**src/rtl/serial_wb_pkg.sv**
```systemverilog
// Shared types and constants for the two-master Wishbone arbiter.
package serial_wb_pkg;

    localparam int ADR_W = 32;
    localparam int DAT_W = 32;
    localparam int SEL_W = 4;

    typedef enum logic [1:0] {
        IDLE  = 2'd0,
        GNT0  = 2'd1,
        GNT1  = 2'd2,
        ABORT = 2'd3
    } arb_state_t;

    // One-hot grant encodings presented on gnt_o
    localparam logic [1:0] GNT_NONE = 2'b00;
    localparam logic [1:0] GNT_M0   = 2'b01;
    localparam logic [1:0] GNT_M1   = 2'b10;

endpackage

```
**src/rtl/serial_wb_watchdog.sv**
```systemverilog
// Stall counter: counts consecutive stalled strobe cycles and flags the
// cycle in which the TIMEOUT-th consecutive stall occurs.
module serial_wb_watchdog #(
    parameter int unsigned TIMEOUT = 255,
    parameter int unsigned TO_W    = 8
) (
    input  logic clk,
    input  logic rst,
    input  logic clr,
    input  logic stall,
    output logic expired
);

    localparam logic [TO_W-1:0] LAST = TO_W'(TIMEOUT - 1);

    logic [TO_W-1:0] count;

    // Count unbroken stall cycles; any non-stall cycle or state change restarts
    always_ff @(posedge clk) begin
        if (rst || clr || !stall) begin
            count <= '0;
        end else begin
            count <= count + TO_W'(1);
        end
    end

    // Expiry is flagged while the last allowed stall cycle is in progress, so
    // the abort state is entered exactly TIMEOUT cycles after the stall began;
    // a termination in that cycle clears stall and therefore wins.
    assign expired = stall && (count == LAST);

endmodule

```
**src/rtl/serial_wb_arbiter.sv**
```systemverilog
// Two-master round-robin Wishbone arbiter with bus lock and transfer watchdog.
module serial_wb_arbiter
    import serial_wb_pkg::*;
#(
    parameter int unsigned TIMEOUT = 255,
    parameter int unsigned TO_W    = 8
) (
    input  logic             clk_i,
    input  logic             rst_i,
    input  logic [ADR_W-1:0] m0_adr_i,
    input  logic [DAT_W-1:0] m0_dat_i,
    input  logic [SEL_W-1:0] m0_sel_i,
    input  logic             m0_cyc_i,
    input  logic             m0_stb_i,
    input  logic             m0_we_i,
    input  logic             m0_lock_i,
    output logic [DAT_W-1:0] m0_dat_o,
    output logic             m0_ack_o,
    output logic             m0_err_o,
    output logic             m0_rty_o,
    input  logic [ADR_W-1:0] m1_adr_i,
    input  logic [DAT_W-1:0] m1_dat_i,
    input  logic [SEL_W-1:0] m1_sel_i,
    input  logic             m1_cyc_i,
    input  logic             m1_stb_i,
    input  logic             m1_we_i,
    input  logic             m1_lock_i,
    output logic [DAT_W-1:0] m1_dat_o,
    output logic             m1_ack_o,
    output logic             m1_err_o,
    output logic             m1_rty_o,
    output logic [ADR_W-1:0] s_adr_o,
    output logic [DAT_W-1:0] s_dat_o,
    output logic [SEL_W-1:0] s_sel_o,
    output logic             s_cyc_o,
    output logic             s_stb_o,
    output logic             s_we_o,
    output logic             s_lock_o,
    input  logic [DAT_W-1:0] s_dat_i,
    input  logic             s_ack_i,
    input  logic             s_err_i,
    input  logic             s_rty_i,
    output logic [1:0]       gnt_o,
    output logic             timeout_o
);

    arb_state_t state, next;
    logic       last_gnt;     // 0: m0 was granted last, 1: m1
    logic       abort_fresh;  // high during the first ABORT cycle
    logic       stall;
    logic       expired;
    logic       sel1;
    logic       owner_cyc;

    assign m0_dat_o = s_dat_i;
    assign m1_dat_o = s_dat_i;

    serial_wb_watchdog #(
        .TIMEOUT (TIMEOUT),
        .TO_W    (TO_W)
    ) u_watchdog (
        .clk     (clk_i),
        .rst     (rst_i),
        .clr     (next != state),
        .stall   (stall),
        .expired (expired)
    );

    // State register, round-robin history and abort first-cycle flag
    always_ff @(posedge clk_i) begin
        if (rst_i) begin
            state       <= IDLE;
            last_gnt    <= 1'b1;
            abort_fresh <= 1'b0;
        end else begin
            state       <= next;
            abort_fresh <= (next == ABORT) && (state != ABORT);
            if (state == IDLE && next == GNT0) begin
                last_gnt <= 1'b0;
            end else if (state == IDLE && next == GNT1) begin
                last_gnt <= 1'b1;
            end
        end
    end

    // Next-state decode, slave-side muxing and termination routing
    always_comb begin
        next      = state;
        s_adr_o   = '0;
        s_dat_o   = '0;
        s_sel_o   = '0;
        s_cyc_o   = 1'b0;
        s_stb_o   = 1'b0;
        s_we_o    = 1'b0;
        s_lock_o  = 1'b0;
        m0_ack_o  = 1'b0;
        m0_err_o  = 1'b0;
        m0_rty_o  = 1'b0;
        m1_ack_o  = 1'b0;
        m1_err_o  = 1'b0;
        m1_rty_o  = 1'b0;
        gnt_o     = GNT_NONE;
        timeout_o = 1'b0;
        stall     = 1'b0;
        sel1      = (state == GNT1);
        owner_cyc = last_gnt ? m1_cyc_i : m0_cyc_i;

        unique case (state)
            IDLE: begin
                if (m0_cyc_i && m1_cyc_i) begin
                    next = last_gnt ? GNT0 : GNT1;
                end else if (m0_cyc_i) begin
                    next = GNT0;
                end else if (m1_cyc_i) begin
                    next = GNT1;
                end
            end
            GNT0, GNT1: begin
                s_adr_o  = sel1 ? m1_adr_i  : m0_adr_i;
                s_dat_o  = sel1 ? m1_dat_i  : m0_dat_i;
                s_sel_o  = sel1 ? m1_sel_i  : m0_sel_i;
                s_cyc_o  = sel1 ? m1_cyc_i  : m0_cyc_i;
                s_stb_o  = sel1 ? m1_stb_i  : m0_stb_i;
                s_we_o   = sel1 ? m1_we_i   : m0_we_i;
                s_lock_o = sel1 ? m1_lock_i : m0_lock_i;
                gnt_o    = sel1 ? GNT_M1 : GNT_M0;
                // Terminations are suppressed while reset is asserted so a
                // mid-transfer reset never completes the transfer.
                if (!rst_i) begin
                    if (sel1) begin
                        m1_ack_o = s_ack_i;
                        m1_err_o = s_err_i;
                        m1_rty_o = s_rty_i;
                    end else begin
                        m0_ack_o = s_ack_i;
                        m0_err_o = s_err_i;
                        m0_rty_o = s_rty_i;
                    end
                end
                stall = s_stb_o && !(s_ack_i || s_err_i || s_rty_i);
                if (expired) begin
                    next = ABORT;
                end else if (!s_cyc_o && !s_lock_o) begin
                    next = IDLE;
                end
            end
            ABORT: begin
                if (abort_fresh && !rst_i) begin
                    timeout_o = 1'b1;
                    if (last_gnt) begin
                        m1_err_o = 1'b1;
                    end else begin
                        m0_err_o = 1'b1;
                    end
                end
                if (!owner_cyc) begin
                    next = IDLE;
                end
            end
            default: next = IDLE;
        endcase
    end

endmodule

```
**config.mk**
```make
export PLATFORM = sky130hd
export DESIGN_NAME = serial_wb_arbiter
export DESIGN_NICKNAME = d
export VERILOG_FILES = /design/src/rtl/serial_wb_pkg.sv /design/src/rtl/serial_wb_watchdog.sv /design/src/rtl/serial_wb_arbiter.sv
export SDC_FILE = /design/constraint.sdc
export NUM_CORES = 1
export LEC_CHECK = 0
export ABC_AREA = 1
export CORE_AREA = 2 2 128 130
export DETAILED_ROUTE_END_ITERATION = 6
export DIE_AREA = 0 0 130 132
export GPL_TIMING_DRIVEN = 1
export PLACE_DENSITY = 0.56
export RECOVER_POWER = 25
export SLEW_MARGIN = 30
export SYNTH_ARGS = -nofsm -noshare
export SYNTH_HDL_FRONTEND = slang
export SYNTH_SLANG_ARGS = --single-unit
```
**constraint.sdc**
```tcl
create_clock -name clk_i -period 2.7 [get_ports clk_i]
set_clock_uncertainty 0.2 [all_clocks]
set_input_delay 0.675 -clock clk_i [delete_from_list [all_inputs] [get_ports clk_i]]
set_output_delay 0.675 -clock clk_i [all_outputs]
set_load 0.05 [all_outputs]
```
; ---- Word-level counts from Yosys, hierarchy flattened
; Cells that the tools add are included.
[totals]
in_bits = 181
regBits = 12
elab_cells = 86
output_inout_bits = 145
[classes]
n_mux = 52
reduce_logical = 20
add_sub_neg = 1
eq_ne = 9
[op_table]
columns = cell, count
row1 = 32-bit two-way mux, 4
row2 = 1-bit two-way mux, 34
row3 = 2-bit two-way mux, 9
row4 = 8-bit by 1-bit adder with 8-bit output (second input constant), 1
row5 = 2-bit equality test (second input constant), 4
row6 = 8-bit equality test (second input constant), 1
row7 = 1-bit logical AND, 8
row8 = 4-bit two-way mux, 2
row9 = 2-bit case mux with 3 select lines, 1
row10 = 1-bit zero test, 5
row11 = 2-bit by 1-bit equality test with 1-bit output (second input constant), 2
row12 = 1-bit logical OR, 4
row13 = 1-bit case mux with 2 select lines, 2
row14 = 2-bit zero test, 1
row15 = 2-bit != test, 1
row16 = 2-bit != test (second input constant), 1
row17 = 2-bit nonzero test, 1
row18 = 2-bit OR reduction, 1

; ---- Longest topological paths before layout
[depth]
depth_word = 12
ltp_mapped = 14
depth_no_buf = 14

; ---- Hierarchy
; Synthesis repeated with hierarchy kept, for this count alone.
[unflattened]
hier_cells = 434
hier_area_um2 = 2317.2
[modules_own_cells]
columns = mod, instances, seq_area_each_um2, cells_per_inst, area_per_inst_um2
row1 = serial_wb_arbiter, 1, 80.1, 385, 1963.1
row2 = serial_wb_watchdog, 1, 160.2, 49, 354.1

; ---- Worst setup path before layout
; No wires, ideal clock.
[synth_path]
path_type = reg2out
startpoint = reg state[0]
endpoint = out m0_ack_o
path_stages_with_launch = 6
t_required_ns = 1.825
arrival_ns = 2.471
n_path_buf = 2
slack_ns = -0.646
path_cell_list = dfxtp_1 -> inv_1 -> ha_1 -> buf_4 -> clkbuf_1 -> nor3_1
[synth_between]
elab_chain_len = 4
elab_cells_between_ends = 6
classes_between = 2 x eq/ne / 3 x mux / 1 x reduce/logical
[synth_lines]
columns = item, line_no
row1 = start: declaration, serial_wb_arbiter.sv:47  ; arb_state_t state, next;
row2 = start signal: assignment, serial_wb_arbiter.sv:76  ; state <= next;
row3 = 2-bit equality test, "serial_wb_arbiter.sv:105, serial_wb_arbiter.sv:108"
row4 = 1-bit two-way mux, serial_wb_arbiter.sv:130  ; if (sel1) begin
row5 = 1-bit two-way mux, serial_wb_arbiter.sv:129  ; if (!rst_i) begin
row6 = 1-bit two-way mux *, serial_wb_arbiter.sv:108  ; unique case (state)
row7 = end: declaration, serial_wb_arbiter.sv:18  ; output logic m0_ack_o,
; Mark *: on every way between the ends. The rest lies on a longest branch, timed or not.

; ---- Final worst setup path
[layout_path]
startpoint = reg state[0]
endpoint = out s_dat_o[25]
[layout_between]
elab_chain_len = 3
elab_cells_between_ends = 5
classes_between = 2 x eq/ne / 2 x mux / 1 x reduce/logical
[layout_lines]
columns = item, line_no
row1 = 2-bit equality test or 2-bit by 1-bit equality test with 1-bit output (tied branches), "serial_wb_arbiter.sv:105, serial_wb_arbiter.sv:108"
row2 = 32-bit two-way mux or 2-bit OR reduction (tied branches), "serial_wb_arbiter.sv:120, serial_wb_arbiter.sv:108"
row3 = 32-bit two-way mux *, serial_wb_arbiter.sv:108
row4 = end: declaration, serial_wb_arbiter.sv:33  ; output logic [DAT_W-1:0] s_dat_o,
; Marked as above.

==> flow_summary.json <==
{
  "vias": 3189,
  "cp_cell_sequence": "inv_1, buf_4, ha_4, buf_12, o21ai_0, nor2_4, buf_4",
  "wl_per_cell_um": 15.4,
  "vdd_drop_max_v": 0.000555,
  "grt_pass1_wl_um": 17900,
  "grt_pass1_vias": 3143,
  "crit_buf_inv": 4,
  "ff2ff_setup_slack_ns": 0.31,
  "ant_nets": 0,
  "ys_ff_latch": 12,
  "antenna_found_initial": 0,
  "core_area_um2": 15700,
  "p_leak_nw": 2.03,
  "grt_use_met1_pct": 15.2,
  "end_kind": "output pin",
  "min_path_type": "flop to flop",
  "grt_overflow": 0,
  "layout_commonest_cell": "clkdlybuf4s50_1",
  "final_cell_mix": "clkdlybuf4s50_1 (147), buf_4 (73), nor2_4 (69), nor2_1 (53), o21ai_1 (47)",
  "path_common_cell": "buf_4",
  "max_freq_ghz": 0.377,
  "slew_headroom_pct": 76.3,
  "setup.worst_path.start_class": "flop",
  "power_density_nw_per_um2": 1240,
  "nets": 762,
  "status": "finished, final reports clean",
  "yosys.cell_types.count": 25,
  "avgSynthCellArea_um2": 5.58,
  "final_area_um2": 5260,
  "areaGrowthSynthToFinish_pct": 130,
  "routed_wl_um": 12200,
  "met2_usage_pct": 24.5,
  "boundaryPins": 326,
  "clock_latency_ns": 0.24,
  "power.total_w": 0.00652,
  "maxSlewViolCount": 0,
  "grt.busiest_layer": "met2",
  "diodes": 0,
  "cts_num_sinks": 12,
  "row_count": 46,
  "fin_crit_ns": 2.65,
  "cpMaxStageDelayCell": "dfxtp_1",
  "worstPathMaxFanout": 33,
  "rsz0062_at_grt": "true",
  "layout-drive-gt1-share_pct": 38.7,
  "dpl.hpwl_um": 9820,
  "drc": 0,
  "max_stage_delay_ns": 0.33,
  "critical_path.top_delay_family": "buffers and inverters",
  "start_util_pct": 14.5,
  "arrival_ns": 1.78,
  "clockRootBuffer": "clkbuf_16",
  "final_core_utilization_pct": 33.5,
  "cts_tree": "built",
  "clk_path_buf_depth": 2,
  "drtPass1Iterations": 4,
  "cts_made_buffers": 3,
  "drtIter0Drc": 71,
  "setup_ws_ns": 0.0487,
  "synthesis.nets": 597,
  "die_h_um": 132,
  "die_x_um": 130,
  "gp_congestion": 0.858,
  "io_buffers": 229,
  "hold_viol_final": 0,
  "clk_pin_slew_ns": 0.04,
  "setup_viol": 0,
  "synth_area_um2": 2280,
  "place_area_um2": 4910,
  "yosys_warnings": 0,
  "worst_pin_slew_ns": 0.352,
  "vias_per_cell": 4.04,
  "preCtsSetupSlack_ns": -0.152,
  "synth_seq_area_share_pct": 10.5,
  "worst-endpoint-required_ns": 1.82,
  "cap_violations": 0,
  "htree_levels": 1,
  "grt_max_degree": 38,
  "period_share_pct": 98.2,
  "grt_usage_pct": 13.2,
  "postCtsSetupBuffers": 0,
  "synthCells": 409,
  "gr-usage-met3_pct": 3.90,
  "setup_tns_ns": 0,
  "die_area_um2": 17200,
  "worstSetupPathType": "flop to output pin"
}
[state kept, by name, summed over array words and instances, names as in the netlist]
| signal | flops |
|---|---|
| abort_fresh | 1 |
| state | 2 |
| u_watchdog.count | 8 |
| last_gnt | 1 |
[cell families (layout without fill, tap and decap cells)]
family | Yosys count | after routing | synth area share, %
AND/OR/NAND/NOR | 202 | 202 | 37.7
buffers and inverters | 102 | 266 | 27.5
AO/OA/AOI/OAI | 80 | 80 | 18.1
flip-flops | 12 | 12 | 10.5
adder cells (fa/ha/maj) | 7 | 7 | 3.84
XOR/XNOR | 6 | 6 | 2.30
[metal layers]
metal	vias to the layer above	part of all wire, %
met5	-	0
met4	0	1.5
met3	12	7.7
met2	159	55
met1	1444	36
li1	1574	-
[through the flow]
stage,hold WS [ns],cells
6_report,0.290,789
5_1_grt,0.316,789
4_1_cts,0.298,787
3_5_place_dp,0.288,781
3_3_place_gp,0.279,781
2_1_floorplan,0.259,409
[worst paths after layout]
path	startpoint	endpoint	cells after the start
max	state[0]$_SDFF_PP0_	s_dat_o[25]	7
min	u_watchdog.count[0]$_SDFF_PP0_	u_watchdog.count[0]$_SDFF_PP0_	1
max reg2reg	state[0]$_SDFF_PP0_	u_watchdog.count[7]$_SDFF_PP0_	16
min reg2reg	u_watchdog.count[0]$_SDFF_PP0_	u_watchdog.count[0]$_SDFF_PP0_	1
[layout make-up]
class / count / area [um^2]
flip-flops and latches: 12 / 240
fillers: 1651 / 10500
well taps: 216 / 270
multi-input cells: 295 / 2070
repair buffers: 247 / 2520
inverters: 15 / 63.8
clock buffers: 4 / 88.8
[cells in the mapped netlist]
master	number	area share (%)
dfxtp_1	12	11
xnor2_1	3	1.2
nand3_2	1	0.44
o21ai_2	1	0.38
a31oi_1	3	0.82
ha_1	7	3.8
nand3_1	8	1.8
xor2_1	3	1.2
nand3_4	1	0.77
o21ai_0	72	16
nor4_1	1	0.27
nand2_2	3	0.82
o211ai_1	1	0.33
inv_2	1	0.16
inv_1	14	2.3
buf_2	1	0.22
nand3b_1	1	0.33
a21oi_1	2	0.44
buf_4	65	21
a211o_1	1	0.38
nor2_1	147	24
clkbuf_1	21	3.5
nor3_2	8	3.5
nand2_1	25	4.1
nor3_1	7	1.5
[where the power goes]
group | total (W) | switching (W) | internal (W) | leakage, nW
clock network | 0.000303 | 0.0000791 | 0.000224 | 0.0442
logic | 0.00601 | 0.00405 | 0.00196 | 1.89
registers | 0.000212 | 0.0000115 | 0.000201 | 0.0975
[timing repair]
item / CTS / global route
hold buffers: 0 / 0
gates cloned: 2 / 2
gates resized for setup: 31 / 68
pin swaps: 0 / 1
endpoints found under the setup margin: 72 / 74
No activity file was read; power rests on OpenSTA's default activity.
